===== src/rtl/agusec_fault_stage_pkg.sv =====
// Shared definitions for the AGU security fault stage: fat-pointer field
// accessors, the illegal carry-class code and the tag width shared with the LSQ.
package agusec_fault_stage_pkg;

    localparam int         IIW_DEF      = 10;
    localparam logic [1:0] CSEL_ILLEGAL = 2'd3;

    // Fat pointer layout: exponent, upper bound bits, lower bound bits, on-low flag.
    function automatic logic [5:0] ptr_exp(input logic [63:0] p);
        return p[63:58];
    endfunction

    function automatic logic [7:0] ptr_hi(input logic [63:0] p);
        return p[57:50];
    endfunction

    function automatic logic [7:0] ptr_low(input logic [63:0] p);
        return p[49:42];
    endfunction

    function automatic logic ptr_on_low(input logic [63:0] p);
        return p[41];
    endfunction

endpackage


===== src/rtl/agusec_fault_stage_ack_sel.sv =====
// Selects the upper-check ack for the carry class and offset sign, then
// combines it with the range check into a single fault verdict.
module agusec_ack_sel
    import agusec_fault_stage_pkg::*;
#(
    parameter int CHECK_EN = 1
) (
    input  logic       i_secq,
    input  logic [2:0] i_pos_ack,
    input  logic [2:0] i_neg_ack,
    input  logic [1:0] i_csel,
    input  logic       i_neg,
    output logic       o_ack,
    output logic       o_fault
);

    always_comb begin
        o_ack = 1'b0;
        if (i_csel != CSEL_ILLEGAL) begin
            o_ack = i_neg ? i_neg_ack[i_csel] : i_pos_ack[i_csel];
        end
    end

    assign o_fault = (CHECK_EN != 0) && !(i_secq && o_ack);

endmodule


===== src/rtl/agusec_fault_stage.sv =====
// Two-stage register of the AGU security checks: S1 captures raw results,
// S2 holds the verdict, plus a sticky first-fault record and a fault counter.
module agusec_fault_stage
    import agusec_fault_stage_pkg::*;
#(
    parameter int IIW      = IIW_DEF,
    parameter int CNTW     = 8,
    parameter int CHECK_EN = 1
) (
    input  logic            clk,
    input  logic            rst,
    input  logic            stall,
    input  logic            flush,
    input  logic            in_en,
    input  logic [63:0]     in_ptr,
    input  logic [43:0]     in_addr,
    input  logic [IIW-1:0]  in_ii,
    input  logic            in_secq,
    input  logic [2:0]      in_pos_ack,
    input  logic [2:0]      in_neg_ack,
    input  logic [1:0]      in_csel,
    input  logic            in_neg,
    output logic            out_en,
    output logic            out_fault,
    output logic [IIW-1:0]  out_ii,
    output logic [43:0]     out_addr,
    output logic            cap_valid,
    output logic [IIW-1:0]  cap_ii,
    output logic [43:0]     cap_addr,
    output logic [63:0]     cap_ptr,
    input  logic            cap_clr,
    output logic [CNTW-1:0] fault_cnt
);

    localparam logic [CNTW-1:0] CNT_MAX = '1;

    logic            r_v1;
    logic [63:0]     r_ptr1;
    logic [43:0]     r_addr1;
    logic [IIW-1:0]  r_ii1;
    logic            r_secq1;
    logic [2:0]      r_pos_ack1;
    logic [2:0]      r_neg_ack1;
    logic [1:0]      r_csel1;
    logic            r_neg1;

    logic            r_out_en;
    logic            r_out_fault;
    logic [IIW-1:0]  r_out_ii;
    logic [43:0]     r_out_addr;

    logic            r_cap_valid;
    logic [IIW-1:0]  r_cap_ii;
    logic [43:0]     r_cap_addr;
    logic [63:0]     r_cap_ptr;
    logic [CNTW-1:0] r_fault_cnt;

    logic            w_ack;
    logic            w_fault;
    logic            w_fault_load;

    agusec_ack_sel #(
        .CHECK_EN (CHECK_EN)
    ) u_ack_sel (
        .i_secq    (r_secq1),
        .i_pos_ack (r_pos_ack1),
        .i_neg_ack (r_neg_ack1),
        .i_csel    (r_csel1),
        .i_neg     (r_neg1),
        .o_ack     (w_ack),
        .o_fault   (w_fault)
    );

    // A faulting entry only counts when S2 actually takes it this edge.
    assign w_fault_load = r_v1 && w_fault && !stall && !flush;

    always_ff @(posedge clk) begin
        if (rst) begin
            r_v1       <= 1'b0;
            r_ptr1     <= '0;
            r_addr1    <= '0;
            r_ii1      <= '0;
            r_secq1    <= 1'b0;
            r_pos_ack1 <= '0;
            r_neg_ack1 <= '0;
            r_csel1    <= '0;
            r_neg1     <= 1'b0;
        end else if (flush) begin
            r_v1 <= 1'b0;
        end else if (!stall) begin
            r_v1       <= in_en;
            r_ptr1     <= in_ptr;
            r_addr1    <= in_addr;
            r_ii1      <= in_ii;
            r_secq1    <= in_secq;
            r_pos_ack1 <= in_pos_ack;
            r_neg_ack1 <= in_neg_ack;
            r_csel1    <= in_csel;
            r_neg1     <= in_neg;
        end
    end

    always_ff @(posedge clk) begin
        if (rst) begin
            r_out_en    <= 1'b0;
            r_out_fault <= 1'b0;
            r_out_ii    <= '0;
            r_out_addr  <= '0;
        end else if (flush) begin
            r_out_en    <= 1'b0;
            r_out_fault <= 1'b0;
        end else if (!stall) begin
            r_out_en    <= r_v1;
            r_out_fault <= r_v1 && w_fault;
            r_out_ii    <= r_ii1;
            r_out_addr  <= r_addr1;
        end
    end

    // cap_clr is applied before the capture test, so a fault on the same edge wins.
    always_ff @(posedge clk) begin
        if (rst) begin
            r_cap_valid <= 1'b0;
            r_cap_ii    <= '0;
            r_cap_addr  <= '0;
            r_cap_ptr   <= '0;
        end else if (w_fault_load && (!r_cap_valid || cap_clr)) begin
            r_cap_valid <= 1'b1;
            r_cap_ii    <= r_ii1;
            r_cap_addr  <= r_addr1;
            r_cap_ptr   <= r_ptr1;
        end else if (cap_clr) begin
            r_cap_valid <= 1'b0;
        end
    end

    always_ff @(posedge clk) begin
        if (rst) begin
            r_fault_cnt <= '0;
        end else if (w_fault_load && (r_fault_cnt != CNT_MAX)) begin
            r_fault_cnt <= r_fault_cnt + CNTW'(1);
        end
    end

    assign out_en    = r_out_en;
    assign out_fault = r_out_fault;
    assign out_ii    = r_out_ii;
    assign out_addr  = r_out_addr;
    assign cap_valid = r_cap_valid;
    assign cap_ii    = r_cap_ii;
    assign cap_addr  = r_cap_addr;
    assign cap_ptr   = r_cap_ptr;
    assign fault_cnt = r_fault_cnt;

endmodule

===== config.mk =====
export PLATFORM = sky130hd
export DESIGN_NAME = agusec_fault_stage
export DESIGN_NICKNAME = d
export VERILOG_FILES = /design/src/rtl/agusec_fault_stage_pkg.sv /design/src/rtl/agusec_fault_stage_ack_sel.sv /design/src/rtl/agusec_fault_stage.sv
export SDC_FILE = /design/constraint.sdc
export NUM_CORES = 1
export LEC_CHECK = 0
export ABC_CLOCK_PERIOD_IN_PS = 2400
export BUFFER_PORTS_ARGS = -buffer_cell sky130_fd_sc_hd__buf_2
export CAP_MARGIN = 0
export CORE_MARGIN = 2
export CORE_UTILIZATION = 50
export DETAILED_ROUTE_END_ITERATION = 8
export PLACE_DENSITY = 0.76
export SETUP_SLACK_MARGIN = 0.1
export SLEW_MARGIN = 10
export SYNTH_ARGS = -nofsm -noshare
export SYNTH_HDL_FRONTEND = slang
export SYNTH_SLANG_ARGS = --single-unit

===== constraint.sdc =====
create_clock -name clk -period 2.4 [get_ports clk]
set_input_delay 0.48 -clock clk [delete_from_list [all_inputs] [get_ports clk]]
set_output_delay 0.48 -clock clk [all_outputs]
set_load 0.005 [all_outputs]

==> results of run 1 <==
## critical path: stages (launching register included)
cell	delay, ns
dfxtp_1	0.40
mux2_4	0.32
a311o_1	0.39
or2_1	0.26
or4_1	0.51
a21oi_1	0.15
## layout make-up
class / count / area [sq um] / share of cell area [%]
Clock buffer: 44 / 875 / 6.46
Sequential cell: 312 / 6250 / 46.1
Inverter: 1 / 3.75 / 0.0277
Antenna cell: 4 / 10.0 / 0.0739
Multi-Input combinational cell: 963 / 4200 / 31.0
Timing Repair Buffer: 330 / 1780 / 13.2
Tap cell: 275 / 344 / 2.54
Clock inverter: 6 / 80.1 / 0.591
## per-stage QoR
stage	util, %	instances	hold WS, ns
finish	64.0	1935	0.179
detailed placement	59.5	1881	0.442
floorplan	-	1377	0.432
global route	64.0	1933	0.159
global placement	59.5	1881	0.435
CTS	64.0	1931	0.155
## power by group
part / leakage [nW] / internal (mW) / total, mW / switching [mW]
clock: 0.471 / 2.71 / 4.57 / 1.86
sequential: 2.53 / 5.30 / 5.37 / 0.0702
combinational: 2.54 / 0.198 / 0.523 / 0.325
## registers in the layout, summed over array words and instances (netlist names)
name	flops
cap_addr	44
cap_ii	10
cap_ptr	64
cap_valid	1
fault_cnt	8
out_addr	44
out_en	1
out_fault	1
out_ii	10
r_addr1	44
r_csel1	2
r_ii1	10
r_neg1	1
r_neg_ack1	3
r_pos_ack1	3
r_ptr1	64
r_secq1	1
r_v1	1
## placed cells by master, fill, tap and decap left out, types with 3 or more instances in the layout
cell type	n
clkinv_2	4
clkbuf_1	8
nor2_1	9
diode_2	4
nand4_1	3
buf_2	315
nand2_1	604
clkbuf_16	31
buf_12	7
clkbuf_8	5
mux2i_1	5
a21oi_1	304
nand3_1	5
buf_4	7
dfxtp_1	312
## worst min path at each step
stage | endpoint | slack, ns | depth (start not counted)
floorplan | cap_ptr[0] | 0.43 | 2
global placement | cap_ptr[54] | 0.44 | 2
detailed placement | cap_ptr[40] | 0.44 | 2
CTS | r_addr1[2] | 0.16 | 3
global route | r_addr1[2] | 0.16 | 3
finish | r_ii1[1] | 0.18 | 3
## metal layers
layer,vias up,wire (um),GRT usage [%]
li1,4960,-,-
met1,4537,11400,29.3
met2,333,13400,38.6
met3,49,2510,6.93
met4,0,723,7.57
met5,-,0,0
## logic make-up after synthesis
group / after synthesis / synth area share [%]
compound gates: 311 / 14.6
xor+xnor: 2 / 0.162
fa+ha+maj: 1 / 0.116
buf+inv: 102 / 3.73
flops: 312 / 57.7
mux: 8 / 0.809
simple gates: 641 / 22.9
==> flow_summary.toml, run 1 <==
[status]
status = "complete, no violations"

[placement]
placed_cell_area_sq_mm = 0.0126
portBuffers = 316
gp_congestion = 0.781
hpwl_mm = 17.6
place_ws_ns = 0.152

[worst_setup_path]
r2r-end = "fault_cnt[4]"
criticalPathCategory = "reg -> reg"
worstRegToRegCells = 5
worstReg2RegStart = "r_csel1[0]"
critPathLaunchType = "flop"
worstSetupEndpointType = "flop"
r2r_setup_slack_ns = 0.29
critPathArrivalTime_ns = 2.57
crit_required_ns = 2.86
crit_path_end = "fault_cnt[4]"
cp_max_fo = 4
crit_path_start = "r_csel1[0]"

[power_and_ir_drop]
finalPower_mw = 10.5
ir_worst_vdd_mv = 0.645
power_density_mw_per_mm2 = 772
power_leakage_nw = 5.54

[grt]
grt_usage_pct = 23.3
grt.overflow.total = 0
grt_antenna_before_repair = 2
grt_pass1_wl_mm = 43.5
grt_pass1_vias = 8878
grt_max_degree = 183

[synth]
ys_seq_elements = 312
syn_inst = 1377
synth_top_area_cell = "dfxtp_1"
netlist_area_sq_mm = 0.0108
synth.distinct_cells = 38
synth_top_area_share_pct = 57.7
syn-num-nets = 1512
yosysMostFrequentCell = "nand2_1"
synth-edff-count = 0
ys_warn_count = 0
synth_ff_type = "dfxtp_1"
synthArstFlopShare_pct = 0
synth.avg_cell_area_sq_um = 7.86
synthTopCellsByArea = "dfxtp_1 58%, nand2_1 21%, a21oi_1 14%, clkbuf_1 2.9%, mux2i_1 0.46%"
synthTopCellsByCount = "604 x nand2_1, 312 x dfxtp_1, 304 x a21oi_1"
seq_area_frac_synth_pct = 57.7

[detailed_routing]
vias = 9879
route.detailed.drc = 0
drtIter0Drc = 495
viasPerCell = 5.11
dr.pass1.iters = 7
wire_per_inst_um = 14.5
ant_nets = 0
wirelength_mm = 28.0

[floorplanning]
die-width_um = 151
die_area_sq_mm = 0.0228
die_y_um = 151
initial_utilization_pct = 51.2
core_area_sq_mm = 0.0212
ios = 317
rows = 53

[timing]
tightest_slew_ns = 0.947
min_period_over_period_pct = 87.8
min_period_ns = 2.11
grt_setup_unrepaired = "false"
tns_ns = 0
slew_violations = 0
maxClockFrequency_mhz = 475
max-slew-margin-rel_pct = 36.8
setup_ws_ns = 0.293
setup_violations = 0
hold_viol_final = 0
skew_ns = 0.00984

[clock_tree]
cts_root_buf = "clkbuf_16"
clock_sinks = 312
cts_repair_resize_count = 0
cts_max_level = 1
clk_latency_ns = 0.54
cts_setup_buffers = 0
postCtsHoldBufs = 0
cts_made_buffers = 31
clk_path_buf_depth = 3
clk_pin_slew_ns = 0.06
cts_tree = "built"

[finish]
syn_to_final_growth_pct = 25.1
fillCellCount = 1884
final_cell_area_sq_mm = 0.0135
drive_above_1_share_pct = 23.0
nets = 1774

[job]
max_cap_violations = 0

[worst_hold_path]
min_path_type = "in -> reg"
min_from = "in_ii[1]"
No activity file was read; power rests on OpenSTA's default activity.
==> inputs of run 2 (changes only) <==
Settings changed: CORE_UTILIZATION 50 to 40, CTS_BUF_LIST set to sky130_fd_sc_hd__clkbuf_2, PLACE_DENSITY 0.76 to 0.62.
==> run 2 against run 1 <==
Combinational power rose by 39%. Critical path type is now in -> reg. Global-route usage fell by 1.9 points. Worst hold slack got worse by 0.023 ns. Worst setup slack got worse by 0.043 ns. Clock skew rose by 0.062 ns. Die area rose by 24%. Highest routed layer unchanged. Clock power fell by 22%. Largest power group unchanged.
==> flow_summary.toml, run 2 (synthesis gave the netlist of run 1 again) <==
[status]
status = "complete, no violations"

[worst_setup_path]
worstReg2RegStart = "r_csel1[0]"
crit_required_ns = 3.18
slowest_delay_ns = 0.58
crit_path_top_delay_cell = "buf_12"
r2r_setup_slack_ns = 0.32
worstPathCellList = "dlygate4sd3_1 -> buf_2 -> or2_4 -> buf_12 -> nand2_1 -> a21oi_1 -> dlygate4sd3_1"
r2r-end = "cap_valid"
critPathLaunchType = "input port"
worstSetupEndpointType = "flop"
critPathArrivalTime_ns = 2.93
worstRegToRegCells = 5
cp_max_fo = 182
criticalPathCategory = "in -> reg"
critPathMostFrequentCell = "dlygate4sd3_1"

[power_and_ir_drop]
power_density_mw_per_mm2 = 646
p_int_mw = 7.08
p_comb_share_pct = 7.5
clkPwrFrac_pct = 36.9
power_leakage_nw = 6.29
power_frac_seq_pct = 55.6
ir_worst_vdd_mv = 0.379
switching_share_pct = 26.6
finalPower_mw = 9.65
switching_power_mw = 2.57

[clock_tree]
cts_max_level = 3
cts_repair_resize_count = 0
clk_latency_ns = 0.83
clock_sinks = 312
clk_pin_slew_ns = 0.10
cts_made_buffers = 81
cts_tree = "built"
clk_path_buf_depth = 3
cts_root_buf = "clkbuf_2"

[detailed_routing]
viasPerCell = 4.80
route.detailed.drc = 0
wirelength_mm = 31.3
dr.pass1.iters = 5
vias = 10800
ant_nets = 0
wire_per_inst_um = 14.0
drtIter0Drc = 545

[worst_hold_path]
min_from = "stall"
whs_path_depth = 4
hold-path-endpoint = "r_v1"
min_path_type = "in -> reg"

[floorplanning]
initial_utilization_pct = 40.5
die-width_um = 169
rows = 60
core_area_sq_mm = 0.0267
die_area_sq_mm = 0.0284
die_y_um = 169
ios = 317

[job]
max_cap_violations = 0

[timing]
min_period_ns = 2.15
maxClockFrequency_mhz = 465
hold_viol_final = 0
max-slew-margin-rel_pct = 42.7
tightest_slew_ns = 0.859
grt_setup_unrepaired = "false"
skew_ns = 0.0719
setup_violations = 0
hold_slack_ns = 0.156
slew_violations = 0
tns_ns = 0
min_period_over_period_pct = 89.6

[placement]
portBuffers = 316
dp_cells = 1948
hpwl_mm = 18.3
gp_congestion = 0.772
placed_cell_area_sq_mm = 0.0127

[finish]
fin_cells = 2240
final_cell_area_sq_mm = 0.0149
final_common_cell = "nand2_1"
syn_to_final_growth_pct = 38.0
nets = 1976
layout_common_cells = "604 x nand2_1, 315 x buf_2, 312 x dfxtp_1"
drive_above_1_share_pct = 24.0

[grt]
grt_usage_pct = 21.4
grt_pass1_wl_mm = 50.1
grt_antenna_before_repair = 1
grt.overflow.total = 0
grt_pass1_vias = 10300
grt_max_degree = 183
run 2: final cells by class:
cell class	count	area (sq um)
fillers	2555	11800
flip-flops and latches	312	6250
multi-input cells	963	4200
repair buffers	482	3330
clock buffers	106	531
well taps	341	427
clock inverters	33	191
diodes	2	5.00
inverters	1	3.75
run 2: power groups by stage:
stage / Clock, mW / Combinational [mW] / Sequential, mW
after CTS: 3.73 / 0.724 / 5.36
after global placement: 0 / 0.528 / 5.48
final: 3.56 / 0.725 / 5.36
after global routing: 4.01 / 0.801 / 5.38
after floorplan: 0 / 0.302 / 5.47
after detailed placement: 0 / 0.533 / 5.48
run 2: through the flow:
step	setup slack, ns	utilization [%]
floorplan	0.360	-
global placement	0.186	47.5
detailed placement	0.200	47.5
CTS	0.336	55.9
global route	0.181	55.9
finish	0.250	55.9
run 2: worst max path at each step:
stage / startpoint / end / slack [ns] / cells past startpoint
after floorplan: stall / fault_cnt[3] / 0.36 / 5
after global placement: flush / fault_cnt[4] / 0.19 / 6
after detailed placement: flush / fault_cnt[4] / 0.20 / 6
after CTS: r_csel1[0] / cap_valid / 0.34 / 5
after global routing: r_neg1 / cap_addr[31] / 0.18 / 6
final: flush / r_ptr1[18] / 0.25 / 7
run 2: worst max-delay path, delay by kind of cell:
| family | cells | cell delay, ns |
|---|---|---|
| simple gates | 2 | 0.31 |
| compound gates | 1 | 0.20 |
| buf+inv | 4 | 1.84 |
run 2: timing repair:
item / in CTS / in global routing
endpoints found under the hold margin: 160 / 0
hold buffers: 151 / 0
setup buffers: 0 / 0
run 2: routing by layer:
layer  GRT usage [%]  routed length (um)  vias to the layer above
met2            33.9               14200                      394
met5               0                   0                        -
met3            8.88                2990                       76
met4            9.82                1090                        0
li1                -                   -                     5424
met1            25.4               13000                     4862
